**src/rtl/usb_pkg.sv**
```systemverilog
// Shared types and constants for the USB receive path: rx state encoding,
// the decoded sync pattern, the bit-stuff run limit and the line levels.
package usb_pkg;

  typedef enum logic [1:0] {
    HUNT,
    DATA,
    DROP,
    EOP_WAIT
  } rx_state_t;

  // Sync as seen in the shift register: seven decoded 0s then a 1, newest at MSB.
  localparam logic [7:0] SYNC_DECODED = 8'h80;
  localparam logic [2:0] STUFF_LIMIT  = 3'd6;

  localparam logic LEVEL_J = 1'b1;
  localparam logic LEVEL_K = 1'b0;

endpackage

```
**src/rtl/usb_rx_decode_if.sv**
```systemverilog
// Bit stream from the line decoder into the receiver, and the byte/packet
// event stream back out. The line decoder side is the master.
interface usb_rx_decode_if;

  logic       in_bit;
  logic       in_valid;
  logic       in_eop;
  logic [7:0] byte_out;
  logic       byte_valid;
  logic       pkt_start;
  logic       pkt_end;
  logic       stuff_err;
  logic       align_err;

  modport master (
    output in_bit, in_valid, in_eop,
    input  byte_out, byte_valid, pkt_start, pkt_end, stuff_err, align_err
  );

  modport slave (
    input  in_bit, in_valid, in_eop,
    output byte_out, byte_valid, pkt_start, pkt_end, stuff_err, align_err
  );

endinterface

```
**src/rtl/usb_nrzi_dec.sv**
```systemverilog
// NRZI decoder: a bit decodes to 1 when the line level did not change since
// the previous valid bit. The reference level returns to J on every EOP cycle.
module usb_nrzi_dec
  import usb_pkg::*;
(
   input  logic clk,
   input  logic rst_L,
   input  logic in_bit,
   input  logic in_valid,
   input  logic in_eop,
   output logic dec_bit,
   output logic dec_valid
);

   logic prev_level;

   // NOTE: sequential state uses non-blocking assignments so every register
   // samples the pre-edge values of the others, regardless of process order.
   always_ff @(posedge clk or negedge rst_L) begin
      if (!rst_L) begin
         prev_level <= LEVEL_J;
      end else if (in_eop) begin
         prev_level <= LEVEL_J;
      end else if (in_valid) begin
         prev_level <= in_bit;
      end
   end

   // Decoded the same cycle the raw bit is presented; the receiver registers it.
   assign dec_bit   = (in_bit == prev_level);
   assign dec_valid = in_valid & ~in_eop;

endmodule

```
**src/rtl/usb_rx_decode.sv**
```systemverilog
// USB receive decoder: hunts for sync, removes stuffed bits, assembles bytes
// LSB first and flags packet start/end, stuffing and alignment errors.
module usb_rx_decode
  import usb_pkg::*;
(
   input  logic              clk,
   input  logic              rst_L,
   usb_rx_decode_if.slave    rx
);

   logic      dec_bit;
   logic      dec_valid;

   rx_state_t  state,      state_nxt;
   logic [7:0] sync_sr,    sync_sr_nxt;
   logic [7:0] byte_sr,    byte_sr_nxt;
   logic [2:0] bit_cnt,    bit_cnt_nxt;
   logic [2:0] ones_cnt,   ones_cnt_nxt;
   logic [7:0] byte_q,     byte_q_nxt;
   logic       byte_vld_q, byte_vld_nxt;
   logic       start_q,    start_nxt;
   logic       end_q,      end_nxt;
   logic       stuff_q,    stuff_nxt;
   logic       align_q,    align_nxt;

   logic [7:0] sync_shift;
   logic [7:0] data_shift;

   usb_nrzi_dec u_nrzi (
      .clk       (clk),
      .rst_L     (rst_L),
      .in_bit    (rx.in_bit),
      .in_valid  (rx.in_valid),
      .in_eop    (rx.in_eop),
      .dec_bit   (dec_bit),
      .dec_valid (dec_valid)
   );

   assign sync_shift = {dec_bit, sync_sr[7:1]};
   assign data_shift = {dec_bit, byte_sr[7:1]};

   always_ff @(posedge clk or negedge rst_L) begin
      if (!rst_L) begin
         state      <= HUNT;
         sync_sr    <= '0;
         byte_sr    <= '0;
         bit_cnt    <= '0;
         ones_cnt   <= '0;
         byte_q     <= '0;
         byte_vld_q <= 1'b0;
         start_q    <= 1'b0;
         end_q      <= 1'b0;
         stuff_q    <= 1'b0;
         align_q    <= 1'b0;
      end else begin
         state      <= state_nxt;
         sync_sr    <= sync_sr_nxt;
         byte_sr    <= byte_sr_nxt;
         bit_cnt    <= bit_cnt_nxt;
         ones_cnt   <= ones_cnt_nxt;
         byte_q     <= byte_q_nxt;
         byte_vld_q <= byte_vld_nxt;
         start_q    <= start_nxt;
         end_q      <= end_nxt;
         stuff_q    <= stuff_nxt;
         align_q    <= align_nxt;
      end
   end

   always_comb begin
      // NOTE: every output of this block gets a default first, so no path
      // through the case can leave a value unassigned and infer a latch.
      state_nxt    = state;
      sync_sr_nxt  = sync_sr;
      byte_sr_nxt  = byte_sr;
      bit_cnt_nxt  = bit_cnt;
      ones_cnt_nxt = ones_cnt;
      byte_q_nxt   = byte_q;
      byte_vld_nxt = 1'b0;
      start_nxt    = 1'b0;
      end_nxt      = 1'b0;
      stuff_nxt    = 1'b0;
      align_nxt    = 1'b0;

      case (state)
         HUNT: begin
            if (rx.in_eop) begin
               sync_sr_nxt = '0;
            end else if (dec_valid) begin
               sync_sr_nxt = sync_shift;
               if (sync_shift == SYNC_DECODED) begin
                  // The final 1 of sync already counts towards the stuffing run.
                  state_nxt    = DATA;
                  start_nxt    = 1'b1;
                  sync_sr_nxt  = '0;
                  ones_cnt_nxt = 3'd1;
                  bit_cnt_nxt  = '0;
               end
            end
         end

         DATA: begin
            if (rx.in_eop) begin
               end_nxt   = 1'b1;
               align_nxt = (bit_cnt != 3'd0);
               state_nxt = EOP_WAIT;
            end else if (dec_valid) begin
               if (ones_cnt == STUFF_LIMIT) begin
                  if (dec_bit) begin
                     stuff_nxt = 1'b1;
                     state_nxt = DROP;
                  end else begin
                     ones_cnt_nxt = '0;
                  end
               end else begin
                  ones_cnt_nxt = dec_bit ? ones_cnt + 3'd1 : 3'd0;
                  byte_sr_nxt  = data_shift;
                  bit_cnt_nxt  = bit_cnt + 3'd1;
                  if (bit_cnt == 3'd7) begin
                     byte_q_nxt   = data_shift;
                     byte_vld_nxt = 1'b1;
                  end
               end
            end
         end

         DROP: begin
            if (rx.in_eop) begin
               end_nxt   = 1'b1;
               state_nxt = EOP_WAIT;
            end
         end

         EOP_WAIT: begin
            if (!rx.in_eop) begin
               state_nxt    = HUNT;
               sync_sr_nxt  = '0;
               byte_sr_nxt  = '0;
               bit_cnt_nxt  = '0;
               ones_cnt_nxt = '0;
            end
         end

         default: begin
            state_nxt = HUNT;
         end
      endcase
   end

   assign rx.byte_out   = byte_q;
   assign rx.byte_valid = byte_vld_q;
   assign rx.pkt_start  = start_q;
   assign rx.pkt_end    = end_q;
   assign rx.stuff_err  = stuff_q;
   assign rx.align_err  = align_q;

endmodule

```
**src/flat_wrapper.sv**
```systemverilog
// flat-port wrapper written by rule: the top's interface ports become plain ports
module usb_rx_decode_flat import usb_pkg::*;
  (clk, rst_L, rx_in_bit, rx_in_valid, rx_in_eop, rx_byte_out, rx_byte_valid, rx_pkt_start, rx_pkt_end, rx_stuff_err, rx_align_err);
  usb_rx_decode_if rx_i ();
  input  logic clk;
  input  logic rst_L;
  input wire logic [$bits(rx_i.in_bit)-1:0] rx_in_bit;
  input wire logic [$bits(rx_i.in_valid)-1:0] rx_in_valid;
  input wire logic [$bits(rx_i.in_eop)-1:0] rx_in_eop;
  output wire logic [$bits(rx_i.byte_out)-1:0] rx_byte_out;
  output wire logic [$bits(rx_i.byte_valid)-1:0] rx_byte_valid;
  output wire logic [$bits(rx_i.pkt_start)-1:0] rx_pkt_start;
  output wire logic [$bits(rx_i.pkt_end)-1:0] rx_pkt_end;
  output wire logic [$bits(rx_i.stuff_err)-1:0] rx_stuff_err;
  output wire logic [$bits(rx_i.align_err)-1:0] rx_align_err;
  assign rx_i.in_bit = rx_in_bit;
  assign rx_i.in_valid = rx_in_valid;
  assign rx_i.in_eop = rx_in_eop;
  assign rx_byte_out = rx_i.byte_out;
  assign rx_byte_valid = rx_i.byte_valid;
  assign rx_pkt_start = rx_i.pkt_start;
  assign rx_pkt_end = rx_i.pkt_end;
  assign rx_stuff_err = rx_i.stuff_err;
  assign rx_align_err = rx_i.align_err;
  usb_rx_decode u_core (.clk(clk), .rst_L(rst_L), .rx(rx_i));
endmodule
```
**config.mk**
```make
export PLATFORM = sky130hd
export DESIGN_NAME = usb_rx_decode_flat
export DESIGN_NICKNAME = d
export VERILOG_FILES = /design/src/rtl/usb_pkg.sv /design/src/rtl/usb_rx_decode_if.sv /design/src/rtl/usb_nrzi_dec.sv /design/src/rtl/usb_rx_decode.sv /design/src/flat_wrapper.sv
export SDC_FILE = /design/constraint.sdc
export NUM_CORES = 1
export LEC_CHECK = 0
export CAP_MARGIN = 20
export CORE_MARGIN = 8
export CORE_UTILIZATION = 50
export DETAILED_ROUTE_END_ITERATION = 12
export PLACE_DENSITY = 0.71
export SLEW_MARGIN = 20
export SYNTH_ARGS = -nofsm -noshare
export SYNTH_HDL_FRONTEND = slang
export SYNTH_SLANG_ARGS = --single-unit
```
**constraint.sdc**
```tcl
create_clock -name clk -period 2 [get_ports clk]
set_input_delay 0.3 -clock clk [delete_from_list [all_inputs] [get_ports clk]]
set_output_delay 0.3 -clock clk [all_outputs]
set_load 0.1 [all_outputs]
```
# After elaboration in Yosys (flattened, before gate mapping)
# Cells that the tools add are included.
# op_classes
n_addsub,2
n_eq_ne,20
n_reduce_logical,13
n_mux,56
bitwise,3
# ops
op,n
$mux 8,7
$mux 3,15
$pmux 8 s2,2
$reduce_and 8->1,3
$mux 1,20
$mux 2,9
$pmux 3 s3,2
$ne 3x2->1 const B,4
$ne 2x2->1 const B,5
$reduce_and 5->1,2
$eq 8x8->1 const B,1
$pmux 2 s4,1
$add 3x1->3 const B,2
$eq 3x3->1 const B,2
$ne 2x1->1 const B,3
$reduce_bool 2->1,3
$reduce_bool 3->1,2
$eq 2x2->1 const B,2
$ne 3x3->1 const B,1
$reduce_and 3->1,1
$eq 2x1->1 const B,1
$logic_not 2->1,1
$not 1->1,2
$reduce_or 2->1,1
2 further kinds,2
# totals
input_bits,5
regBits,38
output_inout_bits,13
elab_cells,106

# Depth between registers and ports, before layout
# Gate-level depths: netlist of run 1.
# logic_depth
word_depth,6
ltp_mapped,8
mapped_depth_nobuf,6

# Modules after synthesis
# From an unflattened synthesis of run 1, not the netlist that was laid out.
# hier_totals
hier_cells,165
hier_area_um2,1888.1
# modules_own_cells
mod,cells_per_inst,n_inst,area_per_inst_um2,seq_area_each_um2
usb_rx_decode,160,1,1831.8,875.8
usb_nrzi_dec,5,1,56.3,26.3

# Least setup slack after synthesis of run 1
# Ideal clock, no wire load.
# synth_path
path_kind,register to register
from,reg u_core.state[1]
to,reg u_core.ones_cnt[0]
required_time_ns,1.879
path_slack_ns,0.042
setup_ns,0.121
t_arrival_ns,1.837
stages_incl_launch_ff,8
synth_period_minus_slack_ns,1.958
path_cell_list,dfrtp_1 inv_1 ha_1 clkbuf_1 or3_1 a31oi_1 o211ai_1 a22o_1
# synth_between
elab_chain_len,3
word_cells_on_any_way,13
# synth_lines
element,line_no,rtl
from (decl),usb_rx_decode.sv:14,"rx_state_t state, state_nxt;"
from (signal assigned),usb_rx_decode.sv:56,state <= state_nxt;
"$eq 2x1->1, or another cell as far along",usb_rx_decode.sv:85,case (state)
"$ne 3x3->1 (no line), or another cell as far along",n/a,
$reduce_and 8->1 (no line),n/a,
to (signal assigned),usb_rx_decode.sv:60,ones_cnt <= ones_cnt_nxt;
to (decl),usb_rx_decode.sv:18,"logic [2:0] ones_cnt, ones_cnt_nxt;"
# Parallel ways exist; a longest one is shown, timed or not.
# A chain may end at the register's enable or synchronous reset.

# Worst setup path after layout of run 1
# layout_path
from,reg u_core.state[0]
to,reg u_core.ones_cnt[0]
# Same word-level chain as after synthesis.

==> results.yml, run 1 <==
clocking:
  clockRootBuffer: "clkbuf_4"
  clock-sinks: 36
  clk_pin_slew_worst_paths_ns: 0.12
  cts_made_buffers: 5
  insertion_delay_ns: 0.35
  htreeDepth: 2
  clock_path_buffers: 2
  tritoncts: "yes"
floorplanning:
  die_w_um: 75.74
  core_area_um2: 3390
  die_area_um2: 5736
  io_pins: 18
  floorplan.initialDensity: 0.5264
  rows: 21
  die_h_um: 75.74
place:
  placed_cell_area_um2: 2093
  place_congestion: 0.8450
  io_buffers: 17
  dp_hpwl_um: 2481
grt:
  grt_pass1_vias: 1284
  grt_start_max_net_pins: 37
  grt_pass1_wl_um: 5830
  antenna_found_initial: 0
  grt-ovfl-total: 0
  grtUsageTotal: 0.1334
final_layout:
  diodes: 0
  fin_util: 0.6504
  final_nets: 210
  drive_gt1_frac: 0.2589
  area_delta_synth_final_pct: 23.56
  fin_area_um2: 2205
critical_path:
  rr_endpoint: "u_core.ones_cnt[0]"
  arrival_ns: 2.11
  crit_fanout: 6
  reg2reg_from: "u_core.state[0]"
  r2r.worst_path.cells: 7
  required_ns: 2.24
  end_kind: "flop"
  path_class: "flop to flop"
  crit_path_start_kind: "flop"
  reg2reg_slack_ns: 0.13
yosys:
  synth_top_cells_by_area: "dfrtp_1 49%, mux2_1 8.8%, ha_1 6.3%"
  synth-edff-count: 0
  post_synth.cell_area_avg_um2: 11.44
  synth_top_area_cell: "dfrtp_1"
  ys_seq_elements: 36
  synth_cell_types: 43
  synth_common_cells: "35 x dfrtp_1, 14 x mux2_1, 12 x nand2_1"
  synth-main-ff-cell: "dfrtp_1"
  ys_async_sr_fraction: 1.000
  synth_top_area_share: 0.4909
  yosysWarnings: 0
  syn_nets: 170
  netlist_instances: 156
  synth_area_um2: 1784
  yosysMostFrequentCell: "dfrtp_1"
  ys_seq_area_frac: 0.5056
sta:
  slew_viol_final: 0
  final.setup.tns_ns: 0
  tightest_slew_ns: 0.4428
  finalSetupViolations: 0
  finalCriticalPeriod_ns: 1.874
  skew_ns: 0.01384
  final-hold-violation-count: 0
  slew_headroom: 0.7048
  fmax_mhz: 533.7
  rsz0062_at_grt: "false"
  fin_crit_sh: 0.9368
status:
  status: "complete, no violations"
detailed_routing:
  drc: 0
  vias: 1316
  routed_wl_um: 3378
  drt_iter0_markers: 60
  ant_nets: 0
  wl_per_cell_um: 13.90
  firstDrtPassIters: 4
  vias_per_cell: 5.416
job:
  drv_cap: 0
power_and_ir_drop:
  p_leak_nw: 1.062
  vdd_drop_max_mv: 0.5812
  power_density_nw_per_um2: 1143
  total_power_mw: 2.520
min_path:
  hold_class: "input port to asynchronous set/reset pin"
how the worst max path moves through the flow:
stage | startpoint | end | slack [ns] | cells past startpoint
after floorplan | u_core.state[1] | u_core.ones_cnt[0] | 0.04 | 7
after global placement | rx_in_bit | u_core.ones_cnt[0] | -0.004 | 6
after detailed placement | rx_in_eop | u_core.bit_cnt[0] | -0.07 | 6
after CTS | u_core.sync_sr[3] | u_core.ones_cnt[0] | 0.03 | 5
after global routing | u_core.state[1] | u_core.ones_cnt[0] | 0.04 | 7
final | u_core.state[0] | u_core.ones_cnt[0] | 0.13 | 7
metrics by stage:
stage          setup WS, ns  hold slack, ns  cells
3_5_place_dp       -0.07296          0.4773    231
6_report             0.1263          0.3414    243
4_1_cts             0.03236          0.3634    239
3_3_place_gp      -0.004488          0.4683    231
2_1_floorplan       0.04248        0.004409    156
5_1_grt             0.04214          0.3896    243
sequential cells by signal (all words and copies together), names as in the netlist:
| signal | cells |
|---|---|
| u_core.bit_cnt | 3 |
| u_core.sync_sr | 7 |
| u_core.rx.byte_valid | 1 |
| u_core.rx.stuff_err | 1 |
| u_core.state | 2 |
| u_core.u_nrzi.prev_level | 1 |
| u_core.byte_sr | 7 |
| u_core.rx.byte_out | 8 |
| u_core.rx.align_err | 1 |
| u_core.rx.pkt_end | 1 |
| u_core.rx.pkt_start | 1 |
| u_core.ones_cnt | 3 |
placed cells by master, fill, tap and decap left out, types with 4 or more instances in the layout:
master,netlist,layout
buf_4,1,32
ha_1,9,9
and2_1,5,4
a22oi_1,6,6
clkbuf_4,0,5
nand2_1,12,12
nor2b_1,6,6
inv_1,7,7
dfrtp_1,35,35
mux2_1,14,14
nor2_1,7,7
clkdlybuf4s50_1,0,4
o21ai_1,7,7
metal layers:
metal	up-vias	share of wire	track usage
met5	-	0	0
met4	0	0.023	0.06397
met3	7	0.056	0.03158
met2	32	0.48	0.2157
met1	627	0.44	0.1631
li1	650	-	-
power breakdown:
group,leakage (nW),internal [mW],switching (mW)
clock network,0.0412,0.261,0.247
registers,0.485,0.860,0.109
logic,0.536,0.457,0.587
worst max-delay path, cell delays in order (launching register included):
cell      delay [ns]
dfrtp_1         0.46
inv_1           0.11
ha_1            0.22
or3_1           0.30
a31oi_1         0.18
buf_4           0.16
o211ai_1        0.11
a22o_1          0.24
logic make-up (layout without fill, tap and decap cells):
logic type	Yosys count	count (layout)	share of synthesized area
AOI/OAI and AO/OA	36	36	0.1550
DFF	36	36	0.5056
buffers and inverters	13	54	0.02946
xor gates and xnor gates	2	2	0.009819
muxes	16	16	0.1031
and+or+nand+nor	44	44	0.1339
adders and majority gates	9	9	0.06311
cell type report:
| cell class | count | area [um2] |
|---|---|---|
| Timing Repair Buffer | 37 | 300.3 |
| Sequential cell | 36 | 902.1 |
| Tap cell | 46 | 57.56 |
| Multi-Input combinational cell | 107 | 830.8 |
| Clock inverter | 3 | 42.54 |
| Fill cell | 262 | 1185 |
| Inverter | 9 | 33.78 |
| Clock buffer | 5 | 37.54 |
repair_timing:
action / in CTS / in global routing
gates resized for setup: 1 / 0
endpoints found under the setup margin: 2 / 8
hold buffers: 0 / 0
pin swaps: 0 / 1
setup buffers: 0 / 4
Note: power is estimated with default switching activity, not from simulation.
==> run 2: changes to the inputs <==
--- a/config.mk
+++ b/config.mk
@@ -6,10 +6,12 @@
 export NUM_CORES = 1
 export LEC_CHECK = 0
 export CAP_MARGIN = 20
+export CORE_ASPECT_RATIO = 0.75
 export CORE_MARGIN = 8
 export CORE_UTILIZATION = 50
 export DETAILED_ROUTE_END_ITERATION = 12
-export PLACE_DENSITY = 0.71
+export PLACE_DENSITY = 0.76
+export SETUP_SLACK_MARGIN = 0.05
 export SLEW_MARGIN = 20
 export SYNTH_ARGS = -nofsm -noshare
 export SYNTH_HDL_FRONTEND = slang
==> run 2 against run 1 <==
  * Sequential power grew 1%
  * First-iteration DRC count grew 65%
  * Wire length grew 6.5%
  * Combinational power grew 4%
  * Critical path depth shrank 2
  * Register-to-register slack lost 0.09 ns
  * Critical path type unchanged
  * Largest cell class unchanged
  * Largest power group unchanged
  * Highest routed layer unchanged
==> results.yml, run 2 (synthesis gave the netlist of run 1 again) <==
clocking:
  cts_made_buffers: 5
  tritoncts: "yes"
  htreeDepth: 2
  clock-sinks: 36
  insertion_delay_ns: 0.28
  clk_pin_slew_worst_paths_ns: 0.07
  clockRootBuffer: "clkbuf_8"
  clock_path_buffers: 2
detailed_routing:
  drc: 0
  wl_per_cell_um: 15.25
  vias: 1346
  firstDrtPassIters: 4
  drt_iter0_markers: 99
  ant_nets: 0
  routed_wl_um: 3598
  vias_per_cell: 5.703
power_and_ir_drop:
  power_frac_seq: 0.375
  p_leak_nw: 1.067
  p_int_mw: 1.638
  vdd_drop_max_mv: 1.031
  p_sw_mw: 0.9732
  power_density_nw_per_um2: 1174
  total_power_mw: 2.611
  comb_power_share: 0.413
  power.clock.fraction: 0.212
  swShare: 0.3727
floorplanning:
  die_area_um2: 5756
  die_h_um: 67.74
  die_w_um: 84.98
  io_pins: 18
  rows: 18
  core_area_um2: 3356
  floorplan.initialDensity: 0.5317
grt:
  antenna_found_initial: 0
  grt_pass1_wl_um: 6430
  grtUsageTotal: 0.1410
  grt_pass1_vias: 1393
  grt_start_max_net_pins: 37
  grt-ovfl-total: 0
final_layout:
  final_cell_mix: "35 x dfrtp_1, 31 x buf_4, 14 x mux2_1, 12 x nand2_1, 9 x ha_1"
  area_delta_synth_final_pct: 24.68
  diodes: 0
  fin_util: 0.6629
  largest_reg_flops: 8
  drive_gt1_frac: 0.2551
  fin_area_um2: 2225
  final_nets: 209
  final_common_cell: "dfrtp_1"
critical_path:
  r2r.worst_path.cells: 5
  worstPathCellList: "or4_4, o41ai_4, buf_4, o211ai_1, a22o_1"
  cpMaxStageDelayCell: "or4_4"
  cp.depth: 5
  slowest_delay_ns: 0.56
  crit_buf_inv: 1
  path_class: "flop to flop"
  end_kind: "flop"
  crit_fanout: 5
  reg2reg_slack_ns: 0.04
  required_ns: 2.18
  arrival_ns: 2.14
  path_delay_family: "compound AO/OA/AOI/OAI gates"
  crit_path_start_kind: "flop"
sta:
  slew_viol_final: 0
  tightest_slew_ns: 0.4424
  setup_ws_ns: 0.04041
  slew_headroom: 0.7050
  final.setup.tns_ns: 0
  fin_crit_sh: 0.9798
  rsz0062_at_grt: "true"
  final-hold-violation-count: 0
  fmax_mhz: 510.3
  finalCriticalPeriod_ns: 1.960
  finalSetupViolations: 0
  skew_ns: 0.006724
min_path:
  hold_class: "input port to asynchronous set/reset pin"
place:
  io_buffers: 17
  dp_hpwl_um: 2706
  placed_cell_area_um2: 2107
  place_ws_ns: -0.1288
  place_congestion: 0.8560
job:
  drv_cap: 0
status:
  status: "complete, no violations"
## run 2: changes by cell type in the layout (fill, tap and decap cells not counted)
cell and delta:
clkbuf_4 -5, a31oi_4 +1, clkinv_2 -1, a31oi_1 -1, bufinv_16 -1, clkbuf_8 +7, clkinvlp_4 -1, clkbuf_1 +1
buf_4 -1
## run 2: timing repair
item	4_1_cts	5_1_grt
cloned	0	0
buffers inserted	1	0
setup endpoints to repair	6	6
hold buffers	0	0
resized for setup	1	1
## run 2: worst paths after layout
path / end / from
setup / recovery: u_core.ones_cnt[0] / u_core.sync_sr[6]
hold / removal: u_core.byte_sr[1] / rst_L
setup reg to reg: u_core.ones_cnt[0] / u_core.sync_sr[6]
hold reg to reg: u_core.rx.byte_out[2] / u_core.rx.byte_out[2]
max in group asynchronous: u_core.u_nrzi.prev_level / rst_L
min in group clk: u_core.rx.byte_out[2] / u_core.rx.byte_out[2]
## run 2: stage by stage
| stage | instances | hold WS [ns] |
|---|---|---|
| after floorplan | 156 | 0.004409 |
| after global placement | 227 | 0.4680 |
| after detailed placement | 227 | 0.4751 |
| after CTS | 236 | 0.4497 |
| after global routing | 236 | 0.4693 |
| final | 236 | 0.4398 |
## run 2: area by class of cell
| type | count | area (um2) |
|---|---|---|
| clock buffers | 8 | 100.1 |
| fillers | 257 | 1131 |
| inverters | 9 | 33.78 |
| multi-input cells | 107 | 845.8 |
| flip-flops and latches | 36 | 902.1 |
| well taps | 40 | 50.05 |
| repair buffers | 36 | 292.8 |
## run 2: worst reg2reg max path: cells and delay by family (launching register included)
kind	cells	cell delay [ns]
compound gates	3	0.70
buf+inv	1	0.19
flops	1	0.41
simple gates	1	0.56
## run 2: power groups by stage
stage	clock network (mW)	logic, mW	registers (mW)
floorplan	0	0.687	1.05
global placement	0	1.00	0.974
detailed placement	0	1.05	0.986
CTS	0.571	1.05	0.976
global route	0.604	1.19	1.00
finish	0.555	1.08	0.979
## run 2: layer usage
layer / global-route usage / routed length, um / part of all wire / up-vias
met2: 0.2369 / 1766 / 0.49 / 26
met1: 0.1665 / 1654 / 0.46 / 667
met3: 0.03879 / 118 / 0.033 / 7
met5: 0 / 0 / 0 / -
met4: 0.06843 / 58 / 0.016 / 0
li1: - / - / - / 646
==> patch, RTL diff (config.mk and constraints of run 1) <==
Encoding of `rx_state_t`: now one-hot (4 bits for 4 states).
--- a/src/rtl/usb_pkg.sv
+++ b/src/rtl/usb_pkg.sv
@@ -2,11 +2,11 @@
 // the decoded sync pattern, the bit-stuff run limit and the line levels.
 package usb_pkg;
 
-  typedef enum logic [1:0] {
-    HUNT,
-    DATA,
-    DROP,
-    EOP_WAIT
+  typedef enum logic [3:0] {
+    HUNT     = 4'b0001,
+    DATA     = 4'b0010,
+    DROP     = 4'b0100,
+    EOP_WAIT = 4'b1000
   } rx_state_t;
 
   // Sync as seen in the shift register: seven decoded 0s then a 1, newest at MSB.
Behaviour: same outputs for any inputs over 10 cycles, from zero or initial values and one cycle with rst_L low; not proved beyond that.
==> patch against run 1 <==
- die area grew 1.2%
- global-route usage shrank 0.70 points
- via count grew 2.1%
- hold slack lost 0.31 ns
- cell count shrank 0.41%
- worst setup slack lost 0.025 ns
- sequential cell count grew 2
- routed wire length grew 4.4%
- synthesized area grew 1.5%
- final area shrank 0.79%
- synthesized cell count grew 2.6%
- critical path type unchanged
- highest routed layer unchanged
Power is not compared: it rests on default switching activity, and its combinational part moved more than twofold at a synthesized area within 25%.
==> patch: results (changes against run 1) <==
Setup path
  • Arr. time, crit path: 2.16 ns (+0.05 ns)
  • Worst Setup EP: u_core.sync_sr[1]
  • Reg2Reg Depth: 5 (-2)
  • R2R Path Start: u_core.state[0]
  • Flop-to-flop setup slack: 0.10 ns (-0.03 ns)
  • Worst stage delay on the critical path: 0.65 ns (+0.19 ns)
  • Start point of the critical path: u_core.state[0]
  • Worst path slowest cell: or4b_2
  • Critical-path maximum fanout: 13 (+7)
  • Critical path class: reg2reg

Synth
  • Post-Synth XOR/XNOR Area: 0.0145 (+0.00470)
  • Top cells by area, synth: dfrtp_1, a22o_1, mux2_2
  • Yosys cell types: 44 (+2.3%)
  • Cells after Synth: 160 (+2.6%)
  • Sequential area share after synthesis: 0.527 (+0.0210)
  • Adder-Cell Fraction of Synth Area: 0.0346 (-0.0286)
  • Mux share of post-synthesis cell area: 0.0546 (-0.0485)
  • Synth Warn #: 0 (unchanged)
  • Compound-Gate Fraction of Synth Area: 0.153 (-0.00156)
  • Synth top cells by count: dfrtp_1, inv_1, a22o_1, nand3_1, o21ai_0

GRT
  • Gr usage total: 0.126 (-0.00700)
  • Pin count of the biggest net entering global routing: 39 (+5.4%)
  • First-pass GRT wire length: 6090 µm (+4.5%)
  • Vias in the first global route: 1381 (+7.6%)

Route
  • Vias/cell: 5.55 (+2.5%)
  • Router iterations before antenna repair: 4 (unchanged)
  • Routed WL: 3530 µm (+4.4%)
  • DR iter-0 viols: 74 (+23%)
  • Routed Antenna Nets: 0 (unchanged)

Placed design
  • Port-buffer cells: 17 (unchanged)
  • Hpwl dp: 2600 µm (+4.8%)
  • Post-Place Cells: 232 (+0.43%)
  • Placed Area: 2050 µm² (-1.9%)
  • GPL Wtd Cong: 0.910 (+7.7%)

Layout
  • Fin cells: 242 (-0.41%)
  • Layout cell share with drive strength beyond 1: 0.284 (+0.0246)
  • Fill cells: 302 (+15%)
  • Nets@finish: 203 (-3.3%)

Clock network
  • Clock transition at the registers of the reported paths: 0.12 ns (about the same)
  • Worst skew pair latency: 0.35 ns (about the same)
  • CTS H-Tree Depth: 2 (unchanged)
  • Root Buffer Master: clkbuf_4
  • Inserted Clock Buffers: 5 (unchanged)

Run status
  • Status: completed

Power and ir drop
  • Max rail drop VDD: about 550 µV

Timing
  • Setup Skew: 0.00917 ns (-0.00467 ns)
  • Slew @ Worst Pin: 0.797 ns (+0.354 ns)
==> patch: cell count changes in the layout (fill, tap and decap cells not counted), moves of 5 or more <==
| cell | change |
|---|---|
| o21ai_0 | +7 |
| a22oi_1 | -5 |
| mux2_1 | -14 |
| o21ai_1 | -7 |
| inv_1 | +7 |
| a22o_1 | +7 |
| mux2_2 | +6 |
| nand2_1 | -6 |
| nand3_1 | +7 |
==> patch: worst max-delay path, delay by kind of cell, from the launching register on <==
kind	cells	cell delay, ns
AO/OA/AOI/OAI	2	0.26
buffers and inverters	1	0.19
flip-flops	1	0.63
AND/OR/NAND/NOR	2	0.73
==> patch: where the power goes <==
| part | internal (mW) | switching [mW] | total [mW] |
|---|---|---|---|
| logic | 0.0794 | 0.112 | 0.192 |
| registers | 0.796 | 0.0265 | 0.823 |
| clock network | 0.423 | 0.249 | 0.672 |
==> patch: cell families after synthesis <==
| logic type | count (synthesis) |
|---|---|
| simple gates | 46 |
| flops | 38 |
| compound gates | 37 |
| buf+inv | 22 |
| mux | 9 |
| fa+ha+maj | 5 |
| xor+xnor | 3 |
==> patch: routing by layer <==
metal | global-route usage | wire length, µm
met1 | 0.145 | 1640
met4 | 0.0385 | 26
met5 | 0 | 0
met3 | 0.0507 | 144
met2 | 0.211 | 1720
==> patch: final cells by class <==
cell class              count  area share
repair buffers             34       0.119
well taps                  48      0.0275
inverters                  14      0.0240
clock inverters             2      0.0275
clock buffers               6      0.0235
flip-flops and latches     38       0.436
multi-input cells         100       0.343
==> patch: what timing repair did <==
item | 4_1_cts | 5_1_grt
setup endpoints to repair | 0 | 8
resized for setup | 0 | 2
setup buffers | 0 | 2
endpoints found under the hold margin | 0 | 0
==> patch: worst min path at each step <==
stage / startpoint / endpoint / slack [ns] / depth (start not counted)
floorplan: rst_L / u_core.bit_cnt[0] / 0.004 / 0
global placement: rst_L / u_core.state[2] / 0.43 / 1
detailed placement: rst_L / u_core.rx.stuff_err / 0.44 / 1
CTS: rst_L / u_core.bit_cnt[1] / 0.06 / 1
global route: rst_L / u_core.rx.pkt_end / 0.09 / 1
finish: rst_L / u_core.rx.byte_out[7] / 0.03 / 1
==> patch: per-stage QoR <==
step	setup TNS (ns)	worst slack [ns]	hold WS (ns)	utilization	power (mW)
after detailed placement	0	0.00860	0.442	0.574	1.02
after CTS	0	0.0718	0.0596	0.605	1.69
after floorplan	0	0.122	0.00441	-	0.952
final	0	0.101	0.0286	0.611	1.69
after global placement	0	0.0714	0.432	0.574	1.01
after global routing	-0.00411	-0.00411	0.0851	0.611	1.76
